## src/rtl/pdm_playback.sv

```systemverilog
// PDM playback: streams packed 16-bit PDM words from BRAM to the amplifier,
// one bit per CLK_DIV clocks, bit 0 first, with a one-word prefetch.
module pdm_playback #(
  parameter int MEM_WIDTH    = 16,
  parameter int ADDR_WIDTH   = 16,
  parameter int CLK_DIV      = 50,
  parameter int READ_LATENCY = 1
) (
  input  logic                  clk,
  input  logic                  rst_n,
  input  logic                  play,
  input  logic                  loop,
  input  logic [ADDR_WIDTH-1:0] end_address,
  output logic [ADDR_WIDTH-1:0] read_address,
  output logic                  read_enable,
  input  logic [MEM_WIDTH-1:0]  read_data,
  output logic                  pdm_out,
  output logic                  audio_sd,
  output logic                  busy,
  output logic                  done
);

  localparam int DIV_W = $clog2(CLK_DIV);
  localparam logic [DIV_W-1:0] DIV_LAST = DIV_W'(CLK_DIV - 1);

  typedef enum logic [1:0] {
    IDLE  = 2'd0,
    PRIME = 2'd1,
    PLAY  = 2'd2
  } state_t;

  state_t                    state;
  state_t                    next_state;
  logic [ADDR_WIDTH-1:0]     end_addr;
  logic [ADDR_WIDTH-1:0]     cur_addr;
  logic [MEM_WIDTH-1:0]      shift_reg;
  logic [MEM_WIDTH-1:0]      prefetch_reg;
  logic [3:0]                bit_index;
  logic [DIV_W-1:0]          div_cnt;
  logic [READ_LATENCY-1:0]   rd_pipe;
  logic                      data_ready;

  logic start;
  logic load;
  logic tick;
  logic wrap;
  logic finish;
  logic stop;

  logic [ADDR_WIDTH-1:0] cur_next;
  logic [ADDR_WIDTH-1:0] pf_base;
  logic [ADDR_WIDTH-1:0] pf_addr;
  logic                  pf_ok;

  assign data_ready = rd_pipe[READ_LATENCY-1];
  assign busy       = (state != IDLE);
  assign audio_sd   = (state == PLAY);

  assign cur_next = (cur_addr == end_addr) ? '0 : cur_addr + 1'b1;
  // Prefetch always targets the word after the one about to play.
  assign pf_base  = wrap ? cur_next : cur_addr;
  assign pf_addr  = (pf_base == end_addr) ? '0 : pf_base + 1'b1;
  assign pf_ok    = (pf_base != end_addr) || loop;

  always_ff @(posedge clk) begin
    if (!rst_n) state <= IDLE;
    else        state <= next_state;
  end

  always_comb begin
    next_state = state;
    start      = 1'b0;
    load       = 1'b0;
    tick       = 1'b0;
    wrap       = 1'b0;
    finish     = 1'b0;
    stop       = 1'b0;
    unique case (state)
      IDLE: begin
        if (play) begin
          start      = 1'b1;
          next_state = PRIME;
        end
      end
      PRIME: begin
        if (!play) begin
          stop       = 1'b1;
          next_state = IDLE;
        end else if (data_ready) begin
          load       = 1'b1;
          next_state = PLAY;
        end
      end
      PLAY: begin
        if (!play) begin
          stop       = 1'b1;
          next_state = IDLE;
        end else if (div_cnt == DIV_LAST) begin
          tick = 1'b1;
          if (bit_index == 4'hF) begin
            if (cur_addr == end_addr && !loop) begin
              finish     = 1'b1;
              next_state = IDLE;
            end else begin
              wrap = 1'b1;
            end
          end
        end
      end
      default: next_state = IDLE;
    endcase
  end

  always_ff @(posedge clk) begin
    if (!rst_n) begin
      end_addr     <= '0;
      cur_addr     <= '0;
      shift_reg    <= '0;
      prefetch_reg <= '0;
      bit_index    <= '0;
      div_cnt      <= '0;
      rd_pipe      <= '0;
      read_address <= '0;
      read_enable  <= 1'b0;
      pdm_out      <= 1'b0;
      done         <= 1'b0;
    end else begin
      read_enable <= 1'b0;
      done        <= finish;
      rd_pipe     <= (rd_pipe << 1) | READ_LATENCY'(read_enable);
      if (start) begin
        end_addr     <= end_address;
        cur_addr     <= '0;
        read_address <= '0;
        read_enable  <= 1'b1;
      end
      if (load) begin
        shift_reg <= read_data;
        pdm_out   <= read_data[0];
        bit_index <= '0;
        div_cnt   <= '0;
      end
      if (state == PLAY && data_ready) prefetch_reg <= read_data;
      if ((load || wrap) && pf_ok) begin
        read_address <= pf_addr;
        read_enable  <= 1'b1;
      end
      if (state == PLAY && !tick) div_cnt <= div_cnt + 1'b1;
      if (tick) begin
        div_cnt   <= '0;
        bit_index <= bit_index + 4'd1;
        pdm_out   <= shift_reg[bit_index + 4'd1];
      end
      if (wrap) begin
        shift_reg <= prefetch_reg;
        pdm_out   <= prefetch_reg[0];
        cur_addr  <= cur_next;
      end
      if (finish || stop) begin
        pdm_out     <= 1'b0;
        read_enable <= 1'b0;
        rd_pipe     <= '0;
        div_cnt     <= '0;
        bit_index   <= '0;
      end
    end
  end

endmodule
```

## config.mk

```make
export PLATFORM = sky130hd
export DESIGN_NAME = pdm_playback
export DESIGN_NICKNAME = d
export VERILOG_FILES = /design/src/rtl/pdm_playback.sv
export SDC_FILE = /design/constraint.sdc
export NUM_CORES = 1
export LEC_CHECK = 0
export BUFFER_PORTS_ARGS = -buffer_cell sky130_fd_sc_hd__buf_2
export CAP_MARGIN = 20
export CORE_ASPECT_RATIO = 2
export CORE_MARGIN = 2
export CORE_UTILIZATION = 60
export DETAILED_ROUTE_END_ITERATION = 12
export GPL_ROUTABILITY_DRIVEN = 0
export PLACE_DENSITY = 0.91
export SLEW_MARGIN = 5
export SYNTH_ARGS = -nofsm -noshare
export SYNTH_HDL_FRONTEND = slang
export SYNTH_SLANG_ARGS = --single-unit
```

## constraint.sdc

```tcl
create_clock -name clk -period 4.5 [get_ports clk]
set_input_delay 0.45 -clock clk [delete_from_list [all_inputs] [get_ports clk]]
set_output_delay 0.45 -clock clk [all_outputs]
set_load 0.01 [all_outputs]
```

==> results.md <==
- # Max-Cap Violations: 0
- Slew Viols, Final: 0
- Die Height: ~140 microns
- Slew headroom: a little over 40%
- Worst setup SP type: flip-flop
- Worst skew pair latency: 0.36 ns
- WL per Instance: around 19 microns
- Final Critical Period: 4.13 ns
- Via count: about 5500
- Initial Util: 61.3%
- Gr ovfl total: 0
- Iter 0 DRT Violations: between 600 and 700
- DP Worst Slack: 0.608 ns
- Largest net degree at the start of global routing: 58
- DP HPWL: between 10 and 15 mm
- CTS buffer count: 9
- Worst min path class: primary input to flip-flop
- Crit-path max FO: 16
- # fillers: about 700
- Die area: roughly 10000 sq um
- Post-CTS Hold Fix Bufs: 0
- CTS tree: yes
- Fraction of layout instances using a drive strength above 1: 14.6%
- Depth of the most critical reg-to-reg path: 10
- Core Region: 9260 sq um
- H-tree depth: 3
- Power Dens Cells: 303 nW/um^2
- Final Non-Filler Cells: 821
- Cells after DPL: 805
- Reg2reg end: read_address[4]
- Slowest CP cell: nor4_1
- Maximum clock path buffer count: 2
- Period utilisation layout: roughly 90%
- Syn_nets: ~730
- Int Pwr: roughly 0.0014 W
- Unrepaired setup endpoints after global routing: no
- Post-CTS Setup Bufs: 0
- Hold path start: end_address[1]
- Outcome: completed
- Root Buffer Master: clkbuf_16
- Row count: 50
- ANT cells: 0
- Setup_tns: 0 ns
- Initial antenna violation count: 0
- Synthesis-to-layout area growth: 10.4%
- Leak: between 2 and 3 nW
- Clock Power Share: 42.9%
- Hold Path End: end_addr[1]
- Psw: 0.000517 W
- Distinct cells, synth: just under 70
- Cells after Synth: 684
- Port Buffers: between 50 and 60
- Most frequent cells in the layout: nand2_1 (106), dfxtp_1 (96), buf_2 (56)
- Clk sink count: between 90 and 100
- Critical path class: flip-flop to flip-flop
- # setup viols final: 0
- Final hold vios: 0
- Die X: around 73 microns
- Most common cell after layout, fill and taps aside: nand2_1
- Worst-margin pin slew: a little under 0.9 ns
- Vias in the first global route: 5366
- Via density: between 6 and 7
- Total track usage: 31.9%
- Sw frac: between 20% and 30%
- Seq/Total Area, Yosys: 33.8%
- DR DRC count: 0
- Layout Skew: approximately 0.0072 ns
- Worst setup margin: 0.373 ns
- WHS: approximately 0.34 ns
- Post-cts repair resize count: 0
- Post-Route Utilization: around two thirds
- Fmax: 242 MHz
- Flops & latches, synth: 96
- First-pass GRT wire length: around 25 mm
- Synth Flop Type: dfxtp_1
- Sequential Power Share: 46.7%
- Crit path DAT: 4.38 ns
- Ports: 57
- Maximum VDD drop: about 0.33 mV
- Mapped Area: between 5000 and 6000 sq um
- Logic pwr share: 10.4%
- Slowest stage delay, CP: ~0.64 ns
- Endpoint type of the worst setup path: flip-flop
- CP required: 4.76 ns
- Total wire length: approximately 16 mm
- Mean post-synth cell area: a little over 8 sq um
- CTS clk-pin slew, worst paths: 0.07 ns
- DR pass1 iterations: 6
- R2r setup slk: 0.37 ns
- Antenna viol nets, final: 0
- Worst R2R Start: cur_addr[0]
- Cell Chain, Critical Path: ha_1, and3_1, nand3_1, xnor2_1, nor4_1, a31oi_1, nor4_1, nand4_1, and3_1, a32o_1
- Synth warnings: 0
- Worst hold stages: 3
- Number of enable flip-flop cells after synthesis: 0
- Synth async-reset ratio: 0%
- Layout net count: 757
## logic make-up (layout without fill, tap and decap cells)
| group | count (synthesis) | in the layout | synth area share [%] |
|---|---|---|---|
| multiplexers | 23 | 23 | 4.94 |
| AO/OA/AOI/OAI | 183 | 183 | 23.4 |
| XOR/XNOR | 46 | 46 | 7.58 |
| flip-flops | 96 | 96 | 33.8 |
| buffers and inverters | 72 | 105 | 5.31 |
| AND/OR/NAND/NOR | 255 | 255 | 22.9 |
| adder cells (fa/ha/maj) | 9 | 9 | 1.98 |
## metrics by stage
stage	instance area [sq um]	total power, W
final	6270	0.00190
after detailed placement	5960	0.00109
after global routing	6270	0.00195
after global placement	5960	0.00108
after floorplan	5680	0.00103
after CTS	6270	0.00189
## critical path, delay by kind of cell, from the launching register on
kind,cells,cell delay [ns]
AND/OR/NAND/NOR,6,2.30
AO/OA/AOI/OAI,2,0.50
flip-flops,1,0.60
XOR/XNOR,1,0.25
adder cells (fa/ha/maj),1,0.38
## area by class of cell
class	count	area, sq um	area share [%]
Multi-Input combinational cell	516	3450	55.1
Clock buffer	9	225	3.59
Tap cell	104	130	2.08
Sequential cell	96	1920	30.7
Inverter	21	78.8	1.26
Clock inverter	7	86.3	1.38
Timing Repair Buffer	68	370	5.91
## how the worst max path moves through the flow
| stage | cells after the start | startpoint | slack [ns] | to |
|---|---|---|---|---|
| 2_1_floorplan | 15 | cur_addr[13] | 0.93 | read_address[12] |
| 3_3_place_gp | 10 | cur_addr[8] | 0.79 | read_address[12] |
| 3_5_place_dp | 10 | cur_addr[11] | 0.61 | read_address[12] |
| 4_1_cts | 10 | cur_addr[0] | 0.54 | read_address[12] |
| 5_1_grt | 10 | cur_addr[0] | 0.25 | read_address[12] |
| 6_report | 10 | cur_addr[0] | 0.37 | read_address[4] |
## power by group through the flow
| stage | Clock (W) | Combinational, W | Sequential [W] |
|---|---|---|---|
| 4_1_cts | 0.000820 | 0.000190 | 0.000884 |
| 3_3_place_gp | 0 | 0.000181 | 0.000903 |
| 3_5_place_dp | 0 | 0.000187 | 0.000904 |
| 2_1_floorplan | 0 | 0.000131 | 0.000896 |
| 5_1_grt | 0.000849 | 0.000213 | 0.000887 |
| 6_report | 0.000813 | 0.000198 | 0.000886 |
## routing by layer
metal	global-route usage [%]	vias up	wire length (microns)
li1	-	2494	-
met1	32.0	2580	5260
met2	55.9	321	8200
met3	7.39	116	1180
met4	22.3	0	1260
met5	0	-	0
## cells in the mapped netlist, types with 6 or more instances
master / n / area [sq um]
buf_2: 10 / 50.1
a21oi_1: 29 / 145
nor3_1: 15 / 75.1
and2_1: 8 / 50.1
a31oi_1: 9 / 56.3
nand4_1: 9 / 56.3
o22ai_1: 7 / 43.8
a21boi_0: 34 / 255
or3_1: 6 / 37.5
a22o_1: 15 / 131
inv_1: 21 / 78.8
o211a_1: 18 / 180
nor2_1: 44 / 165
xor2_1: 20 / 175
nand2_1: 106 / 398
dfxtp_1: 96 / 1920
xnor2_1: 24 / 210
and3_1: 10 / 62.6
nor2b_1: 7 / 43.8
nand3_1: 18 / 90.1
clkbuf_1: 33 / 124
o21ai_0: 29 / 145
mux2i_1: 19 / 190
ha_1: 9 / 113
Note: power is estimated with default switching activity, not from simulation.
